### config.mk
export PLATFORM = sky130hd
export DESIGN_NAME = block_sequencer_flat
export DESIGN_NICKNAME = d
export VERILOG_FILES = /design/src/rtl/block_sequencer_pkg.sv /design/src/rtl/block_sequencer_if.sv /design/src/rtl/block_sequencer_lsu_pending_tracker.sv /design/src/rtl/block_sequencer.sv /design/src/flat_wrapper.sv
export SDC_FILE = /design/constraint.sdc
export NUM_CORES = 1
export LEC_CHECK = 0
export CORE_ASPECT_RATIO = 0.6
export CORE_MARGIN = 2
export CORE_UTILIZATION = 40
export CTS_CLUSTER_DIAMETER = 40
export DETAILED_ROUTE_END_ITERATION = 16
export DONT_BUFFER_PORTS = 1
export GPL_TIMING_DRIVEN = 0
export SLEW_MARGIN = 40
export SYNTH_ARGS = -nofsm -noshare
export SYNTH_HDL_FRONTEND = slang
export SYNTH_HIERARCHICAL = 1
export SYNTH_SLANG_ARGS = --single-unit
### constraint.sdc
create_clock -name clk -period 1.89 [get_ports clk]
set_input_delay 0.189 -clock clk [delete_from_list [all_inputs] [get_ports clk]]
set_output_delay 0.189 -clock clk [all_outputs]
set_load 0.1 [all_outputs]
### src/rtl/block_sequencer_pkg.sv
// Shared types and default sizing for the per-core block sequencer.
package block_sequencer_pkg;

  localparam int unsigned DefThreadsPerBlock = 4;
  localparam int unsigned DefPcBits          = 8;
  localparam int unsigned DefInstrBits       = 16;

  typedef enum logic [2:0] {
    StIdle    = 3'd0,
    StFetch   = 3'd1,
    StDecode  = 3'd2,
    StRequest = 3'd3,
    StWait    = 3'd4,
    StExecute = 3'd5,
    StUpdate  = 3'd6,
    StDone    = 3'd7
  } state_t;

endpackage

### src/rtl/block_sequencer_if.sv
// Dispatch, instruction-fetch, decode and LSU signals seen by one core's sequencer.
interface block_sequencer_if
  import block_sequencer_pkg::*;
#(
  parameter int unsigned THREADS_PER_BLOCK = DefThreadsPerBlock,
  parameter int unsigned PC_BITS           = DefPcBits,
  parameter int unsigned INSTR_BITS        = DefInstrBits
);

  localparam int unsigned TcBits = $clog2(THREADS_PER_BLOCK) + 1;

  logic                         start;
  logic [7:0]                   block_id;
  logic [TcBits-1:0]            thread_count;
  logic                         done;
  logic [THREADS_PER_BLOCK-1:0] thread_enable;
  logic [7:0]                   latched_block_id;
  logic [2:0]                   core_state;
  logic [PC_BITS-1:0]           pc;
  logic                         imem_req;
  logic [PC_BITS-1:0]           imem_addr;
  logic                         imem_ack;
  logic [INSTR_BITS-1:0]        imem_data;
  logic [INSTR_BITS-1:0]        instruction;
  logic                         decoded_mem;
  logic                         decoded_ret;
  logic                         branch_taken;
  logic [PC_BITS-1:0]           branch_target;
  logic                         lsu_req;
  logic [THREADS_PER_BLOCK-1:0] lsu_done;

  modport master (
    input  start, block_id, thread_count, imem_ack, imem_data,
    input  decoded_mem, decoded_ret, branch_taken, branch_target, lsu_done,
    output done, thread_enable, latched_block_id, core_state, pc,
    output imem_req, imem_addr, instruction, lsu_req
  );

  modport slave (
    output start, block_id, thread_count, imem_ack, imem_data,
    output decoded_mem, decoded_ret, branch_taken, branch_target, lsu_done,
    input  done, thread_enable, latched_block_id, core_state, pc,
    input  imem_req, imem_addr, instruction, lsu_req
  );

endinterface

### src/rtl/block_sequencer_lsu_pending_tracker.sv
// Tracks which enabled threads still owe an LSU completion for the current instruction.
module lsu_pending_tracker #(
  parameter int unsigned THREADS_PER_BLOCK = 4
) (
  input  logic                         clk,
  input  logic                         reset,
  input  logic                         load,
  input  logic [THREADS_PER_BLOCK-1:0] load_mask,
  input  logic                         clear_en,
  input  logic [THREADS_PER_BLOCK-1:0] lsu_done,
  output logic                         all_clear
);

  logic [THREADS_PER_BLOCK-1:0] pending_q;

  // Load wins over clear, so completions arriving alongside the load are dropped.
  always_ff @(posedge clk) begin
    if (!reset) begin
      pending_q <= '0;
    end else if (load) begin
      pending_q <= load_mask;
    end else if (clear_en) begin
      pending_q <= pending_q & ~lsu_done;
    end
  end

  assign all_clear = (pending_q == '0);

endmodule

### src/rtl/block_sequencer.sv
// Core-side block sequencer: walks each instruction through fetch..update until RET.
module block_sequencer
  import block_sequencer_pkg::*;
#(
  parameter int unsigned THREADS_PER_BLOCK = DefThreadsPerBlock,
  parameter int unsigned PC_BITS           = DefPcBits,
  parameter int unsigned INSTR_BITS        = DefInstrBits
) (
  input logic               clk,
  input logic               reset,
  block_sequencer_if.master bus
);

  state_t                       state_q;
  logic                         done_q;
  logic [THREADS_PER_BLOCK-1:0] enable_q;
  logic [7:0]                   block_id_q;
  logic [PC_BITS-1:0]           pc_q;
  logic                         imem_req_q;
  logic [INSTR_BITS-1:0]        instr_q;
  logic [THREADS_PER_BLOCK-1:0] start_mask;
  logic                         all_clear;

  // Thread counts above the core width saturate to all threads.
  always_comb begin
    start_mask = '0;
    for (int unsigned i = 0; i < THREADS_PER_BLOCK; i++) begin
      start_mask[i] = (i < 32'(bus.thread_count));
    end
  end

  lsu_pending_tracker #(
    .THREADS_PER_BLOCK(THREADS_PER_BLOCK)
  ) u_pending (
    .clk       (clk),
    .reset     (reset),
    .load      (state_q == StRequest),
    .load_mask (bus.decoded_mem ? enable_q : '0),
    .clear_en  (state_q == StWait),
    .lsu_done  (bus.lsu_done),
    .all_clear (all_clear)
  );

  always_ff @(posedge clk) begin
    if (!reset) begin
      state_q    <= StIdle;
      done_q     <= 1'b0;
      enable_q   <= '0;
      block_id_q <= '0;
      pc_q       <= '0;
      imem_req_q <= 1'b0;
      instr_q    <= '0;
    end else begin
      case (state_q)
        StIdle: begin
          if (bus.start) begin
            block_id_q <= bus.block_id;
            enable_q   <= start_mask;
            pc_q       <= '0;
            if (bus.thread_count == '0) begin
              state_q <= StDone;
              done_q  <= 1'b1;
            end else begin
              state_q    <= StFetch;
              imem_req_q <= 1'b1;
            end
          end
        end
        StFetch: begin
          if (bus.imem_ack) begin
            instr_q    <= bus.imem_data;
            imem_req_q <= 1'b0;
            state_q    <= StDecode;
          end
        end
        StDecode:  state_q <= StRequest;
        StRequest: state_q <= StWait;
        StWait: begin
          if (all_clear) begin
            state_q <= StExecute;
          end
        end
        StExecute: state_q <= StUpdate;
        StUpdate: begin
          if (bus.decoded_ret) begin
            state_q <= StDone;
            done_q  <= 1'b1;
          end else begin
            pc_q       <= bus.branch_taken ? bus.branch_target : pc_q + PC_BITS'(1);
            imem_req_q <= 1'b1;
            state_q    <= StFetch;
          end
        end
        // Terminal until reset; start is no longer looked at.
        StDone: state_q <= StDone;
        default: state_q <= StIdle;
      endcase
    end
  end

  assign bus.done             = done_q;
  assign bus.thread_enable    = enable_q;
  assign bus.latched_block_id = block_id_q;
  assign bus.core_state       = state_q;
  assign bus.pc               = pc_q;
  assign bus.imem_req         = imem_req_q;
  assign bus.imem_addr        = pc_q;
  assign bus.instruction      = instr_q;
  // Decode is only valid from REQUEST, so the launch pulse is qualified by state.
  assign bus.lsu_req          = (state_q == StRequest) && bus.decoded_mem;

endmodule

### src/flat_wrapper.sv
// flat-port wrapper written by rule: the top's interface ports become plain ports
module block_sequencer_flat import block_sequencer_pkg::*;
#(
  parameter int unsigned THREADS_PER_BLOCK = DefThreadsPerBlock,
  parameter int unsigned PC_BITS           = DefPcBits,
  parameter int unsigned INSTR_BITS        = DefInstrBits
)
  (clk, reset, bus_start, bus_block_id, bus_thread_count, bus_imem_ack, bus_imem_data, bus_decoded_mem, bus_decoded_ret, bus_branch_taken, bus_branch_target, bus_lsu_done, bus_done, bus_thread_enable, bus_latched_block_id, bus_core_state, bus_pc, bus_imem_req, bus_imem_addr, bus_instruction, bus_lsu_req);
  block_sequencer_if #(.THREADS_PER_BLOCK(THREADS_PER_BLOCK), .PC_BITS(PC_BITS), .INSTR_BITS(INSTR_BITS)) bus_i ();
  input logic clk;
  input logic reset;
  input wire logic [$bits(bus_i.start)-1:0] bus_start;
  input wire logic [$bits(bus_i.block_id)-1:0] bus_block_id;
  input wire logic [$bits(bus_i.thread_count)-1:0] bus_thread_count;
  input wire logic [$bits(bus_i.imem_ack)-1:0] bus_imem_ack;
  input wire logic [$bits(bus_i.imem_data)-1:0] bus_imem_data;
  input wire logic [$bits(bus_i.decoded_mem)-1:0] bus_decoded_mem;
  input wire logic [$bits(bus_i.decoded_ret)-1:0] bus_decoded_ret;
  input wire logic [$bits(bus_i.branch_taken)-1:0] bus_branch_taken;
  input wire logic [$bits(bus_i.branch_target)-1:0] bus_branch_target;
  input wire logic [$bits(bus_i.lsu_done)-1:0] bus_lsu_done;
  output wire logic [$bits(bus_i.done)-1:0] bus_done;
  output wire logic [$bits(bus_i.thread_enable)-1:0] bus_thread_enable;
  output wire logic [$bits(bus_i.latched_block_id)-1:0] bus_latched_block_id;
  output wire logic [$bits(bus_i.core_state)-1:0] bus_core_state;
  output wire logic [$bits(bus_i.pc)-1:0] bus_pc;
  output wire logic [$bits(bus_i.imem_req)-1:0] bus_imem_req;
  output wire logic [$bits(bus_i.imem_addr)-1:0] bus_imem_addr;
  output wire logic [$bits(bus_i.instruction)-1:0] bus_instruction;
  output wire logic [$bits(bus_i.lsu_req)-1:0] bus_lsu_req;
  assign bus_i.start = bus_start;
  assign bus_i.block_id = bus_block_id;
  assign bus_i.thread_count = bus_thread_count;
  assign bus_i.imem_ack = bus_imem_ack;
  assign bus_i.imem_data = bus_imem_data;
  assign bus_i.decoded_mem = bus_decoded_mem;
  assign bus_i.decoded_ret = bus_decoded_ret;
  assign bus_i.branch_taken = bus_branch_taken;
  assign bus_i.branch_target = bus_branch_target;
  assign bus_i.lsu_done = bus_lsu_done;
  assign bus_done = bus_i.done;
  assign bus_thread_enable = bus_i.thread_enable;
  assign bus_latched_block_id = bus_i.latched_block_id;
  assign bus_core_state = bus_i.core_state;
  assign bus_pc = bus_i.pc;
  assign bus_imem_req = bus_i.imem_req;
  assign bus_imem_addr = bus_i.imem_addr;
  assign bus_instruction = bus_i.instruction;
  assign bus_lsu_req = bus_i.lsu_req;
  block_sequencer #(.THREADS_PER_BLOCK(THREADS_PER_BLOCK), .PC_BITS(PC_BITS), .INSTR_BITS(INSTR_BITS)) u_core (.clk(clk), .reset(reset), .bus(bus_i));
endmodule
Word-level counts from Yosys, hierarchy flattened:

Cells that the tools add are included.

* add/subtract/negate cells: 1
* $mul: 0
* div/mod/pow operators: 0
* magnitude comparators: 4
* equal/unequal tests: 14
* shift operators: 0
* mux-type cells: 22
* bitwise operators: 2
* reduce and logical (&&, ||, !) cells: 13

Operator list (count)
* two-way mux 8 bit: 3
* one-hot mux 3 bit (8 select lines): 1
* one-hot mux 8 bit (2 select lines): 1
* two-way mux 3 bit: 5
* == test 3 bit (second input constant): 4
* two-way mux 4 bit: 3
* != test 2 bit (second input constant): 5
* adder 8 x 1 -> 8 bit (second input constant): 1
* two-way mux 1 bit: 7
* == test 3 x 2 -> 1 bit (second input constant): 2
* logical NOT 3 bit: 2
* < comparator 1 x 3 -> 1 bit (first input constant): 2
* < comparator 2 x 3 -> 1 bit (first input constant): 2
* AND reduction 3 bit: 2
* AND reduction 5 bit: 1
* bitwise AND 4 bit: 1
* logical NOT 4 bit: 1
* != test 2 x 1 -> 1 bit (second input constant): 2
* inverter 4 bit: 1
* AND reduction 2 bit: 2
* AND reduction 4 bit: 1
* nonzero test 2 bit: 2
* == test 3 x 1 -> 1 bit (second input constant): 1
* one-hot mux 1 bit (3 select lines): 1
* 3 further kinds: 3

* register bits: 45
* latch bits: 0
* memory bits (writable): 0
* bits in read-only memories: 0
* output and inout port bits: 50
* memories kept: 0

Longest topological paths before layout:

Gate-level depths: netlist (run 1).

* depth in word-level cells: 4
* depth in mapped cells: 6
* mapped depth without buffers: 5

Modules after synthesis:

Netlist (run 1), hierarchy kept.

By module, submodules not included
* block_sequencer: instances 1, cells an instance 239, area each 1939.4 µm²
* lsu_pending_tracker: instances 1, cells an instance 21, area each 176.4 µm²

Worst setup path after synthesis (run 1):

OpenSTA, ideal clock, no wires.

* path kind: flip-flop to output port
* from: register u_core.state_q[1] (netlist: u_core/bus.core_state[1])
* to: output bus_lsu_req
* data arrival time: 2227 ps
* required time: 1701 ps
* path slack: -526 ps
* stages on the path, launching flop included: 3
* path through: dfxtp_1 buf_2 and3_1

* longest elaborated chain between the ends: 2

Ends and longest elaborated chain
* start, declared: RTL line block_sequencer.sv:14 `state_t state_q;`
* start signal, assigned: RTL line block_sequencer.sv:46 `state_q <= StIdle;`
* start signal, assigned: RTL line block_sequencer.sv:61 `state_q <= StDone;`
* start signal, assigned: RTL line block_sequencer.sv:64 `state_q <= StFetch;`
* == test 3 x 2 -> 1 bit: RTL line block_sequencer.sv:110 `assign bus.lsu_req = (state_q == StRequest) && bus.decoded_mem;`
* logical AND 1 bit: RTL line block_sequencer.sv:110
* end, declared: RTL line flat_wrapper.sv:30 `output wire logic [$bits(bus_i.lsu_req)-1:0] bus_lsu_req;`

No other way between the ends.

Worst setup path after layout (run 1):

* from: register u_core.state_q[0] (netlist: u_core/bus.core_state[0])
* to: output bus_lsu_req

Same word-level chain as after synthesis.

==> flow_results.org, run 1 <==
** Floorplanning
- The floorplan step set the die width to 97.9 um.
- The core region is 5080 um2.
- 96 I/O pins were placed.
- Row Count :: 20
- The die covers 5910 um2.
- Initial standard-cell utilization of the core :: 0.417
- In this run the vertical extent of the chip is 60.3 um.

** GRT
- The initial antenna violation count is 0.
- Met3 track demand over resource in global routing :: 0.0726
- GR Util met1 :: 0.280
- In the global route stage, overall resource usage came out at 0.189.
- Residual overflow from global routing :: 0
- The layer flagged by global routing as most heavily used is met1.
- Entering global routing, the biggest net connects 14 pins.
- For this run, global-route usage on met2 was measured as 0.255.
- The first global-routing pass estimated 8740 um of wire.
- Number of global-route vias before repair :: 1688

** Critical path
- WP data arrival :: 1620 ps
- Critical Path Slowest Stage Cell :: dfxtp_4
- Maximum net fanout on the critical path :: 7
- Critical path start-end classification :: register to primary output
- STA puts the critical path data required time at 1700 ps.
- The critical path goes through buf_8 > nor2b_1 > and3_4.
- The largest single stage delay on the critical path is 580 ps.
- Cell count of the worst reg-to-reg path :: 7
- The worst setup path is launched from a register.
- Kind of end point of the critical path :: primary output

** Route
- The final layout contains routed wiring with a total length of 5500 um.
- DRT iter0 DRCs :: 77
- Number of iterations in the first detailed-routing pass :: 4
- DRC violations left :: 0
- Once detail routing completed, the nets flagged for antenna violations numbered 0.
- The detailed router placed 1814 vias in this run.
- DR vias/cell :: 5.35
- WL per Instance :: 16.2 um

** Job
- Max-cap violations in this run came to 0.

** Timing
- Slew margin rel. :: 0.565
- Maximum clock skew at final layout :: 5.99 ps
- Actual slew at the worst max-slew pin :: 652 ps
- After layout, the minimum clock period comes to 1800 ps.
- Final TNS setup :: 0 ps
- Final setup violation count :: 0
- Period Utilization, post-route :: 0.955
- The max-slew violation total from the final report is 0.
- Number of hold violations in the final report :: 0
- Setup repair after global routing left no endpoint under its margin.
- For this run, the top clock speed supported by timing is 0.554 GHz.

** Hold path
- Counting instances, the worst hold path has a depth of 2.
- The worst hold path belongs to the class input pin to register.

** CTS
- # clock sinks :: 45
- Htree depth :: 2
- Clock Tree Buf Depth :: 2
- Clock-pin slew was measured on the worst setup and hold paths at 80 ps.
- Buffers inserted during clock tree synthesis total 5.
- Root buffer cell :: clkbuf_8
- TritonCTS built the clock tree.
- Worst-Skew Late Latency :: 290 ps

** Finish
- NumNets Final :: 320
- Compared with the post-synthesis result, the final layout area differs by 15.0%.
- In the final layout, the share of cells above drive strength 1 is 0.278.
- Fillcell total :: 502
- 0 antenna diodes ended up in the layout.
- Final Cell Area :: 2430 um2

** Yosys
- For this run, the register share of the synthesized area comes to 0.426.
- The most used flip-flop cell after synthesis is dfxtp_1.
- During synthesis, Yosys emitted a total of 6 warnings.
- The share of synthesized area in the top cell type comes to 0.426.
- Top cell types by occurrence after synthesis :: 71 x nand2_1, 45 x dfxtp_1, 36 x a21oi_1, 12 x nor2_1, 8 x buf_4
- In this run the mean area of a mapped cell was 8.14 um2.
- Instance count of the mapped netlist :: 260
- The synthesized design contains 45 register bits.
- Syn nets :: 307
- The synthesized design contains 0 enable-type register cells.
- Synthesis instantiated 48 different standard cells from the library.
- Yosys instantiated no cell more often than nand2_1.
- Cell type contributing the most total cell area after synthesis :: dfxtp_1
- Asr flop ratio synth :: 0
- After synthesis the cells add up to 2120 um2.
- Ranked by total cell area, the synthesized netlist is headed by dfxtp_1 43%, nand2_1 13%, a21oi_1 8.5%.

** Status
- Result of the run :: complete, no violations

** Pwr
- Summed over all cells, the static leakage comes to 0.000864 uW.
- The share of total power dissipated in the clock network is 0.177.
- Power per Cell Area :: 1650 nW/um2
- Of the total power, the share spent switching nets is 0.527.
- Portion of total power attributed to sequential cells :: 0.593
- Of the total power, combinational logic draws 0.231.
- The internal portion of the total power is 1890 uW.
- In this run the power spent charging and discharging nets is 2110 uW.
- IR drop worst, VDD :: 0.000831 V

** Placed design
- Routability-driven placement finished with a final weighted congestion of 0.808.
- Detailed placer's ending HPWL :: 4040 um
- In this run the cell area measured after placement is 2250 um2.
- During placement, the flow inserted port buffers numbering 0.
==> layout make-up <==
type,count,area [um2],area share
well taps,66,82.6,0.0340
multi-input cells,192,1070,0.441
clock inverters,2,35.0,0.0144
clock buffers,5,68.8,0.0283
inverters,3,11.3,0.00463
repair buffers,6,55.1,0.0226
plain buffers,20,143,0.0586
flip-flops and latches,45,965,0.397
==> final timing paths <==
check | start | end | slack (ps)
worst max-delay path | u_core/bus.core_state[0]$_SDFFE_PN0P_ | bus_lsu_req | 90
worst min-delay path | bus_imem_data[8] | u_core/bus.instruction[8]$_SDFFE_PN0P_ | 20
worst max register to register | u_core/bus.core_state[0]$_SDFFE_PN0P_ | u_core/bus.instruction[13]$_SDFFE_PN0P_ | 220
worst min register to register | u_core/u_pending/pending_q[0]$_SDFFE_PN0P_ | u_core/u_pending/pending_q[0]$_SDFFE_PN0P_ | 490
==> kinds of logic (layout without fill, tap and decap cells) <==
group / Yosys count / after routing / share of synthesized area
AOI/OAI and AO/OA: 65 / 65 / 0.190
xor gates and xnor gates: 2 / 2 / 0.00828
adders and majority gates: 1 / 1 / 0.00591
buffers and inverters: 23 / 36 / 0.0710
DFF: 45 / 45 / 0.426
muxes: 2 / 2 / 0.00946
and+or+nand+nor: 122 / 122 / 0.290
==> state kept, by name (all words and copies together), names as in the netlist <==
signal,cells
u_core/bus.imem_req,1
u_core/bus.imem_addr,8
u_core/bus.thread_enable,4
u_core/u_pending/pending_q,4
u_core/bus.latched_block_id,8
u_core/bus.instruction,16
u_core/bus.done,1
u_core/bus.core_state,3
==> stage by stage <==
| stage | instances | power (uW) | utilization | hold slack [ps] | setup slack [ps] |
|---|---|---|---|---|---|
| after global routing | 339 | 4200 | 0.479 | 0.624 | 19.7 |
| after CTS | 334 | 4000 | 0.467 | 0.529 | 33.4 |
| final | 339 | 4000 | 0.479 | 16.2 | 85.7 |
| after global placement | 326 | 3230 | 0.434 | 311 | -147 |
| after floorplan | 260 | 3030 | - | 307 | 8.68 |
| after detailed placement | 326 | 3270 | 0.443 | 314 | -19.0 |
==> layout by cell type (no fill, tap or decap), types with 2 or more instances in the layout <==
cell	netlist	layout
dfxtp_1	45	4
buf_6	4	3
xnor2_1	2	2
and2_1	5	5
nor3b_1	2	2
a21boi_1	4	4
nand3_1	5	5
dfxtp_4	0	5
dfxtp_2	0	36
o21ai_0	6	6
buf_4	8	10
nand3b_1	4	4
a21oi_1	36	36
nor3_1	7	7
inv_1	2	2
mux2i_1	2	2
nor2b_1	3	3
a211oi_1	4	4
clkbuf_8	0	5
buf_2	3	3
nor2_1	12	11
nand2_1	71	71
clkbuf_1	5	5
dlygate4sd3_1	0	4
o31ai_1	2	2
==> worst max-delay path, delay by kind of cell (launching register included) <==
family / cells / cell delay (ps)
simple gates: 2 / 560
flops: 1 / 580
buf+inv: 1 / 170
==> power groups by stage <==
stage	Clock [uW]	Sequential [uW]	Combinational, uW
6_report	707	2370	923
5_1_grt	774	2400	1030
4_1_cts	739	2380	886
3_5_place_dp	0	2400	878
3_3_place_gp	0	2360	869
2_1_floorplan	0	2310	723
==> repair_timing <==
item,4_1_cts,5_1_grt
endpoints found under the hold margin,1,3
endpoints found under the setup margin,5,11
resized for setup,3,5
hold buffers,1,3
pin swaps,0,1
buffers inserted,0,2
==> routing by layer <==
metal  wire (um)  part of all wire
met5           0                 0
met2        2150              0.39
met1        2790              0.51
met3         548              0.10
met4           8            0.0015
Power figures use the tool's default switching activity.
==> run 2, diff against run 1 <==
--- a/config.mk
+++ b/config.mk
@@ -6,12 +6,12 @@
 export NUM_CORES = 1
 export LEC_CHECK = 0
 export CORE_ASPECT_RATIO = 0.6
-export CORE_MARGIN = 2
 export CORE_UTILIZATION = 40
 export CTS_CLUSTER_DIAMETER = 40
 export DETAILED_ROUTE_END_ITERATION = 16
 export DONT_BUFFER_PORTS = 1
 export GPL_TIMING_DRIVEN = 0
+export PLACE_DENSITY = 0.57
 export SLEW_MARGIN = 40
 export SYNTH_ARGS = -nofsm -noshare
 export SYNTH_HDL_FRONTEND = slang
==> flow_results.org, run 2 (synthesized netlist as in run 1, its figures left out) <==
** Pwr
- Dividing total power by cell area gives a power density of 1600 nW/um2.
- IR drop worst, VDD :: 0.000841 V
- Power comes to 4100 uW.
- Portion of total power attributed to sequential cells :: 0.579
- The internal power of the cells totals 1970 uW.
- Of the total power, the share spent switching nets is 0.519.
- Switching pwr :: 2130 uW
- Leakage dissipation :: 0.000920 uW
- Share of total power in combinational logic :: 0.236
- Of the total power, the clock network draws 0.185.

** Job
- # Max-Cap Violations :: 0

** Critical path
- Launching element type of the critical path :: register
- WP data arrival :: 1610 ps
- Worst r2r dst :: u_core/bus.core_state[0]$_SDFFE_PN0P_
- Cell count of the worst reg-to-reg path :: 6
- The startpoint identified for the worst register-to-register timing path is u_core/bus.core_state[0]$_SDFFE_PN0P_.
- Critical path start-end classification :: register to primary output
- Kind of end point of the critical path :: primary output
- Data required time at the worst endpoint :: 1700 ps
- Maximum net fanout on the critical path :: 7
- Setup slack of the most critical reg-to-reg path :: 120 ps

** Finish
- The layout has 504 filler cells.
- After the last flow step, the layout net total stands at 332.
- Utilization after layout :: 0.505
- The sequential cells in the finished layout cover a total of 965 um2.
- The register with the most flip-flops in the layout has 16 of them.
- Once layout is done, the placed cells without fillers occupy 2560 um2.
- Summing all multi-input logic gate instances after layout gives 1070 um2.
- Commonest cells after routing, fill and taps aside :: 71 x nand2_1, 36 x a21oi_1, 36 x dfxtp_2
- Leaving out fill and tap cells, the most frequent cell in the layout is nand2_1.
- Area growth from synthesis to layout :: 21.2%
- For this run, the number of standard cells in the final layout without fillers is 352.
- Share of layout cells above drive strength 1 :: 0.276
- 0 antenna diodes ended up in the layout.

** CTS
- TritonCTS Buffers :: 5
- No sink is reached through more buffers than the 2 on the longest clock path.
- Worst-Skew Late Latency :: 290 ps
- Root buffer cell :: clkbuf_8
- CTS tree :: built
- After clock tree synthesis, the clock-pin slew on the worst setup and hold paths is 80 ps.
- The clock tree synthesis step divided the H-tree into 2 levels.
- Counting every sink on the clock net gives 45.

** GRT
- Number of global-route vias before repair :: 1613
- The initial antenna violation count is 0.
- Across every metal layer, demand over resource in global routing totals 0.194.
- Residual overflow from global routing :: 0
- Entering global routing, the biggest net connects 15 pins.
- First-pass GRT wire length :: 8090 um

** Timing
- The max-slew violation total from the final report was 0.
- Final setup violation count :: 0
- RSZ-0062 raised after global routing :: no
- Worst-case setup margin in the final layout :: 89.8 ps
- Headroom to the max-slew limit came out at 0.569.
- Actual slew at the worst max-slew pin :: 646 ps
- Maximum clock skew at final layout :: 6.70 ps
- Post-route minimum period :: 1800 ps
- Period Utilization, post-route :: 0.952
- The final number of hold-violating endpoints is 0.
- For this run, the top clock speed supported by timing is 0.555 GHz.

** Hold path
- Hold path startpoint :: bus_block_id[1]
- Cell count of the worst hold path :: 2
- Classification of the worst-slack hold path :: input pin to register
- The worst hold path terminates at u_core/bus.latched_block_id[1]$_SDFFE_PN0P_.

** Placed design
- Detailed placement ended at an HPWL of 3920 um.
- Prior to clock tree synthesis, the placed netlist has a worst setup slack of -60.0 ps.
- Count of placed standard cells including taps :: 326
- Weighted congestion reported at the end of routability-driven placement :: 0.800
- # port buffers :: 0
- Once placement finished, the instance area stood at 2250 um2.

** Route
- Vias after detailed routing :: 1893
- WL final :: 5390 um
- DRC violations left :: 0
- Number of iterations in the first detailed-routing pass :: 4
- DRT iter0 DRCs :: 51
- Once detail routing completed, the nets flagged for antenna violations numbered 0.
- DR vias/cell :: 5.38
- In the final routed layout, each cell accounts on average for 15.3 um.

** Floorplanning
- The initial utilization of the core area, before any placement, comes to 0.417.
- X dimension of the die :: 95.9 um
- 96 I/O pins were placed.
- Row Count :: 20
- Height of the die :: 58.3 um
- Core area :: 5080 um2
- Die Area :: 5590 um2

** Status
- The flow ran to the end, and the final reports show no timing, DRC or antenna violations.
## run 2: cell count changes in the layout (fill, tap and decap cells not counted), sizes merged
cell	change
dlygate4sd3	+10
buf	+2
clkbuf	+1
clkinv	-1
clkinvlp	+1
## run 2: area by class of cell
type,instances,area share
buffer,20,0.0556
clock buffer,6,0.0322
clock inverter,2,0.0146
inverter,3,0.00439
multi-input combinational,192,0.418
sequential,45,0.376
tap,66,0.0322
timing repair buffer,18,0.0664
## run 2: power groups by stage
stage	sequential (uW)	combinational [uW]	clock (uW)
2_1_floorplan	2310	723	0
4_1_cts	2380	891	788
3_3_place_gp	2360	875	0
6_report	2370	967	759
5_1_grt	2400	1060	836
3_5_place_dp	2390	876	0
## run 2: worst max path at each step
stage                                               start                                          to  slack (ps)  cells after the start
detailed placement  u_core/bus.core_state[1]$_SDFFE_PN0P_  u_core/u_pending/pending_q[2]$_SDFFE_PN0P_         -60                      5
global placement     u_core/bus.imem_addr[2]$_SDFFE_PN0P_        u_core/bus.imem_addr[7]$_SDFFE_PN0P_        -160                      4
floorplan            u_core/bus.imem_addr[2]$_SDFFE_PN0P_        u_core/bus.imem_addr[7]$_SDFFE_PN0P_           9                      4
finish              u_core/bus.core_state[0]$_SDFFE_PN0P_                                 bus_lsu_req          90                      3
global route        u_core/bus.core_state[0]$_SDFFE_PN0P_                                 bus_lsu_req          10                      3
CTS                 u_core/bus.core_state[0]$_SDFFE_PN0P_                                 bus_lsu_req          50                      3
## run 2: layer usage
layer  vias to the layer above  track usage  routed length, um
li1                        941            -                  -
met1                       876        0.284               2670
met2                        71        0.261               2200
met3                         5       0.0749                496
met4                         0       0.0512                 29
met5                         -            0                  0
## run 2: through the flow
stage	hold WS, ps	setup TNS [ps]
2_1_floorplan	307	0
3_3_place_gp	311	-485
3_5_place_dp	314	-227
4_1_cts	0.431	0
5_1_grt	3.43	0
6_report	12.1	0
## run 2: worst max-delay path, stage by stage (launching register included)
cell     delay, ps
dfxtp_4        580
buf_8          170
nor2b_1        160
and3_4         400
## run 2: what timing repair did
action                                  in CTS  in global routing
hold endpoints to repair                     6                  8
pin swaps                                    0                  1
buffers inserted                             0                  4
hold buffers                                 6                  8
gates resized for setup                      4                  4
endpoints found under the setup margin       5                  6
